## config.mk

```make
export PLATFORM = sky130hd
export DESIGN_NAME = mips_multicycle_control
export DESIGN_NICKNAME = d
export VERILOG_FILES = /design/src/rtl/definitions_pkg.sv /design/src/rtl/alu_op_decoder.sv /design/src/rtl/mips_multicycle_control.sv
export SDC_FILE = /design/constraint.sdc
export NUM_CORES = 1
export LEC_CHECK = 0
export CAP_MARGIN = 25
export CORE_AREA = 2 2 50 52
export DETAILED_ROUTE_END_ITERATION = 8
export DIE_AREA = 0 0 52 54
export HOLD_SLACK_MARGIN = 0.08
export PLACE_DENSITY_LB_ADDON = 0.12
export SYNTH_ARGS = -nofsm -noshare
export SYNTH_HDL_FRONTEND = slang
export SYNTH_SLANG_ARGS = --single-unit
```

## constraint.sdc

```tcl
create_clock -name clk -period 2.1 [get_ports clk]
set_input_delay 0.315 -clock clk [delete_from_list [all_inputs] [get_ports clk]]
set_output_delay 0.315 -clock clk [all_outputs]
set_load 0.02 [all_outputs]
```

## src/rtl/definitions_pkg.sv

```systemverilog
// Shared types and encodings for the multi-cycle MIPS datapath and its control unit.
// The ALU operation type is consumed unchanged by the existing ALU.
package definitions_pkg;

    typedef enum logic [3:0] {
        ALU_ADD, ALU_SUB, ALU_AND, ALU_OR, ALU_XOR,
        ALU_SLL, ALU_SRL, ALU_SRA, ALU_LU
    } alu_op_t;

    typedef enum logic [3:0] {
        S_FETCH, S_DECODE, S_MEMADR, S_MEMRD, S_MEMWB, S_MEMWR,
        S_RTYPE_EX, S_RTYPE_WB, S_IMM_EX, S_IMM_WB, S_BRANCH, S_JUMP
    } ctrl_state_t;

    // How the ALU operation is chosen in the current state.
    typedef enum logic [1:0] {CLS_ADD, CLS_SUB, CLS_RTYPE, CLS_IMM} alu_class_t;

    localparam logic [5:0] OP_RTYPE = 6'h00;
    localparam logic [5:0] OP_J     = 6'h02;
    localparam logic [5:0] OP_BEQ   = 6'h04;
    localparam logic [5:0] OP_BNE   = 6'h05;
    localparam logic [5:0] OP_ADDI  = 6'h08;
    localparam logic [5:0] OP_ANDI  = 6'h0C;
    localparam logic [5:0] OP_ORI   = 6'h0D;
    localparam logic [5:0] OP_XORI  = 6'h0E;
    localparam logic [5:0] OP_LUI   = 6'h0F;
    localparam logic [5:0] OP_LW    = 6'h23;
    localparam logic [5:0] OP_SW    = 6'h2B;

    localparam logic [5:0] FN_SLL = 6'h00;
    localparam logic [5:0] FN_SRL = 6'h02;
    localparam logic [5:0] FN_SRA = 6'h03;
    localparam logic [5:0] FN_ADD = 6'h20;
    localparam logic [5:0] FN_SUB = 6'h22;
    localparam logic [5:0] FN_AND = 6'h24;
    localparam logic [5:0] FN_OR  = 6'h25;
    localparam logic [5:0] FN_XOR = 6'h26;

    localparam logic [1:0] PC_SRC_ALU    = 2'b00;
    localparam logic [1:0] PC_SRC_ALUOUT = 2'b01;
    localparam logic [1:0] PC_SRC_JUMP   = 2'b10;

    localparam logic [1:0] SRCA_PC    = 2'b00;
    localparam logic [1:0] SRCA_REGA  = 2'b01;
    localparam logic [1:0] SRCA_SHAMT = 2'b10;

    localparam logic [1:0] SRCB_REGB   = 2'b00;
    localparam logic [1:0] SRCB_FOUR   = 2'b01;
    localparam logic [1:0] SRCB_IMM    = 2'b10;
    localparam logic [1:0] SRCB_BRANCH = 2'b11;

    typedef struct packed {
        logic       mem_req;
        logic       mem_we;
        logic       iord;
        logic       ir_en;
        logic       pc_en;
        logic [1:0] pc_src;
        logic       reg_we;
        logic       reg_dst;
        logic       mem_to_reg;
        logic [1:0] alu_src_a;
        logic [1:0] alu_src_b;
        logic       imm_zero_ext;
        alu_op_t    alu_op;
        logic       illegal;
    } ctrl_out_t;

endpackage

```

## src/rtl/alu_op_decoder.sv

```systemverilog
// Maps opcode/funct and the state's ALU class to an ALU operation, the shamt
// operand select for shifts, and an unknown-funct flag.
module alu_op_decoder
    import definitions_pkg::*;
(
    input  logic [5:0] i_opcode,
    input  logic [5:0] i_funct,
    input  alu_class_t i_class,
    output alu_op_t    o_alu_op,
    output logic       o_shift_sel,
    output logic       o_funct_illegal
);

    always_comb begin
        o_alu_op        = ALU_ADD;
        o_shift_sel     = 1'b0;
        o_funct_illegal = 1'b0;
        case (i_class)
            CLS_SUB: o_alu_op = ALU_SUB;
            CLS_RTYPE: begin
                case (i_funct)
                    FN_ADD: o_alu_op = ALU_ADD;
                    FN_SUB: o_alu_op = ALU_SUB;
                    FN_AND: o_alu_op = ALU_AND;
                    FN_OR:  o_alu_op = ALU_OR;
                    FN_XOR: o_alu_op = ALU_XOR;
                    FN_SLL: begin o_alu_op = ALU_SLL; o_shift_sel = 1'b1; end
                    FN_SRL: begin o_alu_op = ALU_SRL; o_shift_sel = 1'b1; end
                    FN_SRA: begin o_alu_op = ALU_SRA; o_shift_sel = 1'b1; end
                    default: o_funct_illegal = 1'b1;
                endcase
            end
            CLS_IMM: begin
                case (i_opcode)
                    OP_ANDI: o_alu_op = ALU_AND;
                    OP_ORI:  o_alu_op = ALU_OR;
                    OP_XORI: o_alu_op = ALU_XOR;
                    OP_LUI:  o_alu_op = ALU_LU;
                    default: o_alu_op = ALU_ADD;
                endcase
            end
            default: o_alu_op = ALU_ADD;
        endcase
    end

endmodule

```

## src/rtl/mips_multicycle_control.sv

```systemverilog
// Multi-cycle control FSM: sequences fetch/decode/execute/memory/writeback and
// drives the datapath selects, the ALU operation and the shared memory port.
module mips_multicycle_control
    import definitions_pkg::*;
#(
    parameter int unsigned WAIT_MEM = 1
) (
    input  logic        clk,
    input  logic        rst,
    input  logic [5:0]  opcode,
    input  logic [5:0]  funct,
    input  logic        equal,
    input  logic        mem_ready,
    output logic        mem_req,
    output logic        mem_we,
    output logic        iord,
    output logic        ir_en,
    output logic        pc_en,
    output logic [1:0]  pc_src,
    output logic        reg_we,
    output logic        reg_dst,
    output logic        mem_to_reg,
    output logic [1:0]  alu_src_a,
    output logic [1:0]  alu_src_b,
    output logic        imm_zero_ext,
    output alu_op_t     alu_op,
    output logic        illegal,
    output ctrl_state_t dbg_state
);

    ctrl_state_t r_state;
    ctrl_state_t w_next;
    alu_class_t  w_class;
    alu_op_t     w_alu_op;
    logic        w_shift_sel;
    logic        w_funct_illegal;
    logic        w_ready;
    ctrl_out_t   w_ctl;
    ctrl_out_t   w_out;

    assign w_ready = (WAIT_MEM == 0) ? 1'b1 : mem_ready;

    always_ff @(posedge clk) begin
        if (rst) r_state <= S_FETCH;
        else     r_state <= w_next;
    end

    always_comb begin
        case (r_state)
            S_RTYPE_EX: w_class = CLS_RTYPE;
            S_IMM_EX:   w_class = CLS_IMM;
            S_BRANCH:   w_class = CLS_SUB;
            default:    w_class = CLS_ADD;
        endcase
    end

    alu_op_decoder u_alu_op_decoder (
        .i_opcode        (opcode),
        .i_funct         (funct),
        .i_class         (w_class),
        .o_alu_op        (w_alu_op),
        .o_shift_sel     (w_shift_sel),
        .o_funct_illegal (w_funct_illegal)
    );

    always_comb begin
        w_ctl        = '0;
        w_ctl.alu_op = w_alu_op;
        w_next       = r_state;
        case (r_state)
            S_FETCH: begin
                w_ctl.mem_req   = 1'b1;
                w_ctl.alu_src_b = SRCB_FOUR;
                if (w_ready) begin
                    w_ctl.ir_en = 1'b1;
                    w_ctl.pc_en = 1'b1;
                    w_next      = S_DECODE;
                end
            end
            S_DECODE: begin
                w_ctl.alu_src_b = SRCB_BRANCH;
                case (opcode)
                    OP_LW, OP_SW:                            w_next = S_MEMADR;
                    OP_RTYPE:                                w_next = S_RTYPE_EX;
                    OP_ADDI, OP_ANDI, OP_ORI, OP_XORI, OP_LUI: w_next = S_IMM_EX;
                    OP_BEQ, OP_BNE:                          w_next = S_BRANCH;
                    OP_J:                                    w_next = S_JUMP;
                    default: begin
                        w_ctl.illegal = 1'b1;
                        w_next        = S_FETCH;
                    end
                endcase
            end
            S_MEMADR: begin
                w_ctl.alu_src_a = SRCA_REGA;
                w_ctl.alu_src_b = SRCB_IMM;
                w_next = (opcode == OP_SW) ? S_MEMWR : S_MEMRD;
            end
            S_MEMRD: begin
                w_ctl.mem_req = 1'b1;
                w_ctl.iord    = 1'b1;
                if (w_ready) w_next = S_MEMWB;
            end
            S_MEMWB: begin
                w_ctl.reg_we     = 1'b1;
                w_ctl.mem_to_reg = 1'b1;
                w_next           = S_FETCH;
            end
            S_MEMWR: begin
                w_ctl.mem_req = 1'b1;
                w_ctl.mem_we  = 1'b1;
                w_ctl.iord    = 1'b1;
                if (w_ready) w_next = S_FETCH;
            end
            S_RTYPE_EX: begin
                // An unknown funct only raises illegal; nothing else is driven.
                if (w_funct_illegal) begin
                    w_ctl.illegal = 1'b1;
                    w_next        = S_FETCH;
                end else begin
                    w_ctl.alu_src_a = w_shift_sel ? SRCA_SHAMT : SRCA_REGA;
                    w_ctl.alu_src_b = SRCB_REGB;
                    w_next          = S_RTYPE_WB;
                end
            end
            S_RTYPE_WB: begin
                w_ctl.reg_we  = 1'b1;
                w_ctl.reg_dst = 1'b1;
                w_next        = S_FETCH;
            end
            S_IMM_EX: begin
                w_ctl.alu_src_a    = SRCA_REGA;
                w_ctl.alu_src_b    = SRCB_IMM;
                w_ctl.imm_zero_ext = (opcode == OP_ANDI) || (opcode == OP_ORI) || (opcode == OP_XORI);
                w_next             = S_IMM_WB;
            end
            S_IMM_WB: begin
                w_ctl.reg_we = 1'b1;
                w_next       = S_FETCH;
            end
            S_BRANCH: begin
                w_ctl.alu_src_a = SRCA_REGA;
                w_ctl.alu_src_b = SRCB_REGB;
                w_ctl.pc_src    = PC_SRC_ALUOUT;
                w_ctl.pc_en     = ((opcode == OP_BEQ) && equal) || ((opcode == OP_BNE) && !equal);
                w_next          = S_FETCH;
            end
            S_JUMP: begin
                w_ctl.pc_src = PC_SRC_JUMP;
                w_ctl.pc_en  = 1'b1;
                w_next       = S_FETCH;
            end
            default: w_next = S_FETCH;
        endcase
    end

    // Reset silences every output, including the combinational FETCH/BRANCH gating.
    assign w_out = rst ? '0 : w_ctl;

    assign mem_req      = w_out.mem_req;
    assign mem_we       = w_out.mem_we;
    assign iord         = w_out.iord;
    assign ir_en        = w_out.ir_en;
    assign pc_en        = w_out.pc_en;
    assign pc_src       = w_out.pc_src;
    assign reg_we       = w_out.reg_we;
    assign reg_dst      = w_out.reg_dst;
    assign mem_to_reg   = w_out.mem_to_reg;
    assign alu_src_a    = w_out.alu_src_a;
    assign alu_src_b    = w_out.alu_src_b;
    assign imm_zero_ext = w_out.imm_zero_ext;
    assign alu_op       = w_out.alu_op;
    assign illegal      = w_out.illegal;
    assign dbg_state    = r_state;

endmodule

```

==> summary.txt, run 1 <==
STA
  – RSZ-0062 raised after global routing: true
  – Setup Skew: 0.00660 ns
  – Final Hold Viols: 0
  – Final setup fails: 4
  – Top achievable clock speed: 447 MHz
  – Worst Tran Pin Value: 0.347 ns
  – Post-route setup slack: -0.138 ns
  – Max-slew headroom: 76.9%
  – Max Slew Vio Count: 0
  – Min Tclk post-route: 2.24 ns
  – Final period util: 107%

Route
  – DR top layer: met4
  – Routed wire per std cell: 14.2 µm
  – Post-route ant nets: 0
  – Via-to-Cell Ratio: 5.59
  – Drt total wl: 3340 µm
  – DRT iter0 DRCs: 28
  – Drc violations: 0
  – DRT Pass-1 Iters: 4
  – Met2 Routed Length: 1720 µm
  – WL met1: 1410 µm
  – Detailed-route via count: 1313
  – Metal3 WL: 174 µm

Critical path
  – CP max FO: 3
  – R2R depth: 5
  – Reg-to-reg startpoint: dbg_state[0]$_SDFFE_PP0P_
  – Crit path DAT: 1.92 ns
  – Startpoint Class: flop
  – Worst EP required: 1.78 ns
  – Worst Setup End Kind: output port
  – Setup slack, reg-to-reg: 0.50 ns
  – Critical path class: flop to output port
  – Reg2reg end: dbg_state[0]$_SDFFE_PP0P_

GRT
  – Initial antenna violation count: 0
  – GRT overflow: 0
  – Largest net degree at the start of global routing: 24
  – Vias in the first global route: 1182
  – GRT Resource Usage Total: 22.9%
  – First-pass GRT wire length: 5010 µm

Floorplan
  – Die Y: 54 µm
  – Area of the core: 2320 µm²
  – Die footprint: 2810 µm²
  – Num rows: 18
  – DIE WIDTH: 52 µm
  – Ports: 40
  – Effective utilization at floorplan: 39.6%

Yosys
  – Async set-reset flop share out of synthesis: 0%
  – Simple-Gate Fraction of Synth Area: 47.9%
  – Mux contribution to synthesized area: 1.09%
  – Seq/Total Area, Yosys: 8.71%
  – Cells after Synth: 140
  – Area fraction of the dominant cell type after synthesis: 8.71%
  – Number of synthesized register bits: 4
  – Top cells by area, synth: dfxtp_1 (8.7%), nor3_1 (6.0%), nor2_1 (4.9%)
  – Largest area contributor in the netlist: dfxtp_1
  – Area fraction in compound gates after synthesis: 29.5%
  – Mean Syn Cell Area: 6.57 µm²
  – Yosys warning count: 0
  – Largest family of logic cells by synthesized area: simple AND/OR/NAND/NOR gates
  – Synth Flop Type: dfxtp_1
  – Number of synthesized flops with an enable pin: 0
  – Synth Cell Area: 920 µm²
  – Yosys cell types: 50
  – Syn_nets: 156
  – Xor/xnor share of the synthesized area: 3.81%
  – Adder-cell share of the synthesized area: 0%

Job
  – Max-capacitance violation count: 0

Finish
  – Final core occ: 70.0%
  – Largest register FFs: 4
  – Share of cells above drive strength 1: 32.7%
  – Final std cells w/o fill: 235
  – Area Growth Syn to Fin: 76.6%
  – Ant diodes: 0
  – Nets: 223
  – Fill cells: 208

Pwr
  – Clock Power Share: 23.3%
  – Static Leak: 0.722 nW
  – Internal power: 0.000254 W
  – Power Dens Cells: 247 nW/µm²
  – Reg power frac: 20.0%
  – P_sw: 0.000148 W
  – Tot Pwr: 0.000402 W
  – Sw Share: 36.8%
  – Worst VDD drop: 0.000262 V
  – Comb power frac: 56.6%

Outcome
  – Status: finished, violations left
  – Violations in the final reports: setup timing

CTS
  – CTS buffer count: 3
  – Clk_lat worst skew: 0.23 ns
  – Worst-path clk slew: 0.04 ns
  – H-tree levels: 1
  – Hold-fix buffers, CTS: 0
  – Clk sinks: 4
  – Clk buf depth: 2
  – CTS tree: done
  – Clock root cell: clkbuf_4

Min path
  – Hold path cells: 3
  – Hold Path End: dbg_state[3]$_SDFFE_PP0P_
  – HP Start: dbg_state[0]$_SDFFE_PP0P_
  – Hold Crit Class: flop to flop

Place
  – Gpl congestion: 0.855
  – Inst Count DP: 227
  – Number of port buffers: 39
  – DP HPWL: 2450 µm
-- power groups by stage --
stage | combinational (W) | sequential, W | clock, W
2_1_floorplan | 0.000106 | 0.0000853 | 0
3_5_place_dp | 0.000221 | 0.0000816 | 0
5_1_grt | 0.000246 | 0.0000807 | 0.000103
4_1_cts | 0.000218 | 0.0000806 | 0.0000972
3_3_place_gp | 0.000217 | 0.0000813 | 0
6_report | 0.000228 | 0.0000806 | 0.0000938
-- cells in the mapped netlist (2+ instances only) --
library cell / count
a21oi_1: 7
a311oi_1: 2
a31o_1: 2
a32oi_1: 2
and3_1: 3
buf_1: 2
buf_2: 3
clkbuf_1: 8
dfxtp_1: 4
inv_1: 5
nand2_1: 9
nand2b_1: 5
nand3_1: 3
nand4b_1: 2
nor2_1: 12
nor2b_1: 6
nor3_1: 11
nor3b_1: 5
nor4_1: 7
o211ai_1: 2
o21ai_0: 6
o21ai_1: 2
o21bai_1: 2
o31ai_1: 2
xnor2_1: 3
-- worst max-delay path by stage --
stage                                          from      endpoint  slack (ns)  cells past startpoint
after detailed placement                   funct[3]  alu_src_a[1]       -0.48                      6
final                     dbg_state[1]$_SDFFE_PP0P_     alu_op[0]       -0.14                      6
after CTS                 dbg_state[1]$_SDFFE_PP0P_     alu_op[3]       -0.13                      5
after floorplan           dbg_state[3]$_SDFFE_PP0P_  imm_zero_ext        0.02                      5
after global placement                    opcode[1]       illegal       -0.44                      6
after global routing      dbg_state[1]$_SDFFE_PP0P_     alu_op[0]       -0.21                      6
-- placed cells by master, fill, tap and decap left out, types with 3 or more instances in the layout --
master and n:
buf_4 42, nor2_1 12, nor3_1 11, clkdlybuf4s50_1 11, dlygate4sd2_1 10, nand2_1 8, o21ai_0 6, dlymetal6s2s_1 6
inv_1 5, a21oi_1 5, nor2b_1 5, nor4_1 5, nand2b_1 4, nor3b_1 4, xnor2_1 3, and3_1 3
nand3_1 3, clkbuf_4 3, dfxtp_1 3
-- stage by stage --
stage	TNS (ns)	worst slack (ns)	hold slack [ns]	instance area, µm²
after floorplan	0	0.0181	0.489	927
after global placement	-3.98	-0.435	0.704	1540
after detailed placement	-4.46	-0.480	0.716	1540
after CTS	-0.319	-0.130	0.696	1560
after global routing	-0.661	-0.205	0.767	1620
final	-0.298	-0.138	0.730	1620
-- logic make-up after synthesis --
logic type	Yosys count
simple gates	73
xor+xnor	4
mux	1
buf+inv	20
compound gates	38
flops	4
-- what timing repair did --
item | CTS | global route
pin swaps | 4 | 4
endpoints found under the setup margin | 19 | 11
gates resized for setup | 59 | 19
buffers inserted | 2 | 3
-- critical path, cell delays in order (launching register included) --
cell and delay, ns:
dfxtp_2 0.31, or4b_4 0.57, nor4_4 0.23, buf_4 0.18, a32oi_2 0.11, a21oi_2 0.13
buf_4 0.15
-- routing by layer --
metal / vias to the layer above / track usage [%]
met3: 4 / 1.67
met2: 47 / 41.8
met1: 607 / 28.8
met4: 0 / 6.14
li1: 655 / -
met5: - / 0
-- cell type report --
cell class                      count  area [µm²]  share of cell area (%)
Timing Repair Buffer               76         649                    40.0
Multi-Input combinational cell    116         811                    49.9
Sequential cell                     4        81.3                    5.01
Tap cell                           30        37.5                    2.31
Clock buffer                        3        22.5                    1.39
Inverter                            6        22.5                    1.39
(Power assumes the default switching activity.)
==> inputs of run 2 (changes only) <==
CTS_BUF_LIST = sky130_fd_sc_hd__clkbuf_16   (was unset)
SKIP_LAST_GASP = 1   (was unset)
==> run 2 against run 1 <==
Net effect:
- the run still ends with setup timing left
- hold slack worse by 0.11 ns
- clock-buffer cell count stayed put
- critical path depth stayed put
- clock skew is 0.0050 ns lower
- sequential share of layout area is 0.14 points lower
- combinational power hardly changed
- die area stayed put
- global-route usage is 0.25 points higher
- first-iteration DRC count is 32% lower
- setup slack better by 0.030 ns
- non-clock buffer count stayed put
- critical path type unchanged
- critical endpoint unchanged
- largest power group is now clock
- highest routed layer unchanged
==> summary.txt, run 2 (synthesis results as in run 1) <==
Critical path
  – Worst Setup End Kind: output port
  – Critical path class: flop to output port
  – CP Cell Sequence: or4b_4 > nor4_4 > buf_4 > a32oi_1 > a21oi_2 > buf_4
  – CP max FO: 3 (unchanged)
  – Worst EP required: 1.78 ns (about the same)
  – Worst path max stage delay: 0.57 ns (about the same)
  – Critical path buffers and inverters: 2 (unchanged)
  – Reg-to-reg startpoint: dbg_state[0]$_SDFFE_PP0P_
  – Setup slack, reg-to-reg: 0.51 ns (about the same)
  – Startpoint Class: flop
  – Most frequent CP cell: buf_4
  – Slowest CP cell: or4b_4
  – Crit path DAT: 1.89 ns (-0.03 ns)
  – Reg2reg end: dbg_state[0]$_SDFFE_PP0P_
  – R2R depth: 5 (unchanged)
  – Cell family with most CP delay: simple AND/OR/NAND/NOR gates

Finish
  – Leading cell type in the layout, fill and taps excluded: buf_4
  – Nets: 223 (unchanged)
  – Fill cells: 198 (-4.8%)
  – Post-route cell area: 1670 µm² (+2.9%)
  – Largest register FFs: 4 (unchanged)
  – Share of cells above drive strength 1: 32.2% (-0.49 points)
  – Area Growth Syn to Fin: 81.8%
  – Ant diodes: 0 (unchanged)
  – Most used cells in the layout excluding fill and tap cells: buf_4 (40), nor2_1 (12), dlygate4sd2_1 (11), nor3_1 (10), clkdlybuf4s50_1 (10)

STA
  – Final period util: 105% (-1.4 points)
  – Post-route setup slack: -0.109 ns (+0.0298 ns)
  – Worst Tran Pin Value: 0.308 ns (-0.0385 ns)
  – Min Tclk post-route: 2.21 ns (-0.0298 ns)
  – RSZ-0062 raised after global routing: true
  – Setup TNS: -0.197 ns (+0.101 ns)
  – Top achievable clock speed: 453 MHz (+1.4%)
  – Max Slew Vio Count: 0 (unchanged)
  – Final setup fails: 3 (-1)
  – Max-slew headroom: 79.3% (+2.4 points)
  – Final Hold Viols: 0 (unchanged)
  – Setup Skew: 0.00155 ns (-0.00505 ns)

CTS
  – Hold-fix buffers, CTS: 0 (unchanged)
  – CTS buffer count: 3 (unchanged)
  – Clock root cell: clkbuf_16
  – Clk_lat worst skew: 0.23 ns (about the same)
  – CTS tree: done
  – Clk sinks: 4 (unchanged)
  – Worst-path clk slew: 0.03 ns (about the same)
  – Clk buf depth: 2 (unchanged)
  – H-tree levels: 1 (unchanged)

Min path
  – HP Start: rst
  – Hold Path End: dbg_state[1]$_SDFFE_PP0P_
  – Hold path cells: 3 (unchanged)
  – Hold Crit Class: primary input to flop

Floorplan
  – Num rows: 18 (unchanged)
  – Die footprint: 2810 µm² (unchanged)
  – Area of the core: 2320 µm² (unchanged)
  – Effective utilization at floorplan: 39.6% (unchanged)
  – Ports: 40 (unchanged)
  – DIE WIDTH: 52 µm (unchanged)
  – Die Y: 54 µm (unchanged)

Job
  – Max-capacitance violation count: 0 (unchanged)

Pwr
  – Worst VDD drop: 0.000493 V (+88%)
  – Reg power frac: 13.3% (-6.7 points)
  – Comb power frac: 37.4% (-19 points)
  – P_sw: 0.000173 W (+17%)
  – Internal power: 0.000433 W (+71%)
  – Sw Share: 28.6% (-8.2 points)
  – Clock Power Share: 49.3% (+26 points)
  – Power Dens Cells: 363 nW/µm² (+47%)
  – Static Leak: 0.777 nW (+7.7%)

GRT
  – GRT Resource Usage Total: 23.1% (+0.25 points)
  – GR met3 Demand/Resource: 1.67% (unchanged)
  – Largest net degree at the start of global routing: 24 (unchanged)
  – Vias in the first global route: 1179 (-0.25%)
  – First-pass GRT wire length: 5030 µm (+0.42%)
  – Initial antenna violation count: 0 (unchanged)
  – Met2 Use GR: 42.4% (+0.63 points)
  – Most Crowded Layer GR: met2
  – GRT overflow: 0 (unchanged)
  – Met1 Usage GRT: 28.8% (+0.047 points)

Route
  – DRT Pass-1 Iters: 4 (unchanged)
  – Drc violations: 0 (unchanged)
  – Via-to-Cell Ratio: 5.60 (+0.30%)
  – Routed wire per std cell: 14.3 µm (+0.48%)
  – Drt total wl: 3350 µm (+0.48%)
  – DRT iter0 DRCs: 19 (-32%)
  – Post-route ant nets: 0 (unchanged)
  – Detailed-route via count: 1317 (+0.30%)

Place
  – Number of port buffers: 39 (unchanged)
  – Post-DP Area: 1540 µm² (unchanged)
  – DP HPWL: 2450 µm (unchanged)
  – Gpl congestion: 0.855 (unchanged)
  – Dpl ws: -0.480 ns (unchanged)

Outcome
  – Status: finished, violations left
  – Violations in the final reports: setup timing
run 2: cell count changes in the layout (fill, tap and decap cells not counted), moves of 2 or more:
cell	before	now
clkdlybuf4s15_1	2	0
clkbuf_16	0	3
dlymetal6s2s_1	6	9
clkbuf_4	3	0
buf_4	42	40
run 2: power groups by stage:
stage	registers, W	clock network (W)	logic [W]
after global placement	0.0000813	0	0.000217
after floorplan	0.0000853	0	0.000106
final	0.0000806	0.000299	0.000227
after detailed placement	0.0000816	0	0.000221
after CTS	0.0000806	0.000303	0.000220
after global routing	0.0000809	0.000309	0.000245
run 2: repair_timing:
| action | 4_1_cts | 5_1_grt |
|---|---|---|
| endpoints found under the setup margin | 19 | 11 |
| pin swaps | 2 | 6 |
| endpoints found under the hold margin | 0 | 0 |
| resized for setup | 51 | 19 |
| buffers inserted | 2 | 3 |
run 2: worst reg2reg max path, delay by kind of cell, from the launching register on:
kind	cells	cell delay [ns]
DFF	1	0.32
buffers and inverters	2	0.42
and+or+nand+nor	2	0.49
AOI/OAI and AO/OA	1	0.28
run 2: routing by layer:
layer	share of wire, %	vias up	routed length [µm]
met3	3.9	6	131
li1	-	656	-
met4	1.4	0	46
met2	50	39	1680
met5	0	-	0
met1	45	616	1500
run 2: layout make-up:
type,instances,area [µm²],area share [%]
sequential,4,81.3,4.87
tap,30,37.5,2.25
inverter,6,22.5,1.35
timing repair buffer,76,652,39.0
multi-input combinational,116,803,48.1
clock buffer,3,75.1,4.49
run 2: stage by stage:
| stage | total power [W] | std cells | util [%] | hold slack, ns |
|---|---|---|---|---|
| 6_report | 0.000607 | 235 | 72.1 | 0.618 |
| 5_1_grt | 0.000634 | 235 | 72.1 | 0.650 |
| 4_1_cts | 0.000603 | 232 | 69.7 | 0.708 |
| 3_5_place_dp | 0.000303 | 227 | 66.2 | 0.716 |
| 3_3_place_gp | 0.000299 | 227 | 66.2 | 0.704 |
| 2_1_floorplan | 0.000191 | 140 | - | 0.489 |
run 2: worst max path at each step:
stage,from,slack [ns],cells past startpoint,endpoint
CTS,dbg_state[1]$_SDFFE_PP0P_,-0.18,5,imm_zero_ext
global placement,opcode[1],-0.44,6,illegal
detailed placement,funct[3],-0.48,6,alu_src_a[1]
floorplan,dbg_state[3]$_SDFFE_PP0P_,0.02,5,imm_zero_ext
finish,dbg_state[1]$_SDFFE_PP0P_,-0.11,6,alu_op[0]
global route,dbg_state[1]$_SDFFE_PP0P_,-0.18,6,alu_op[0]
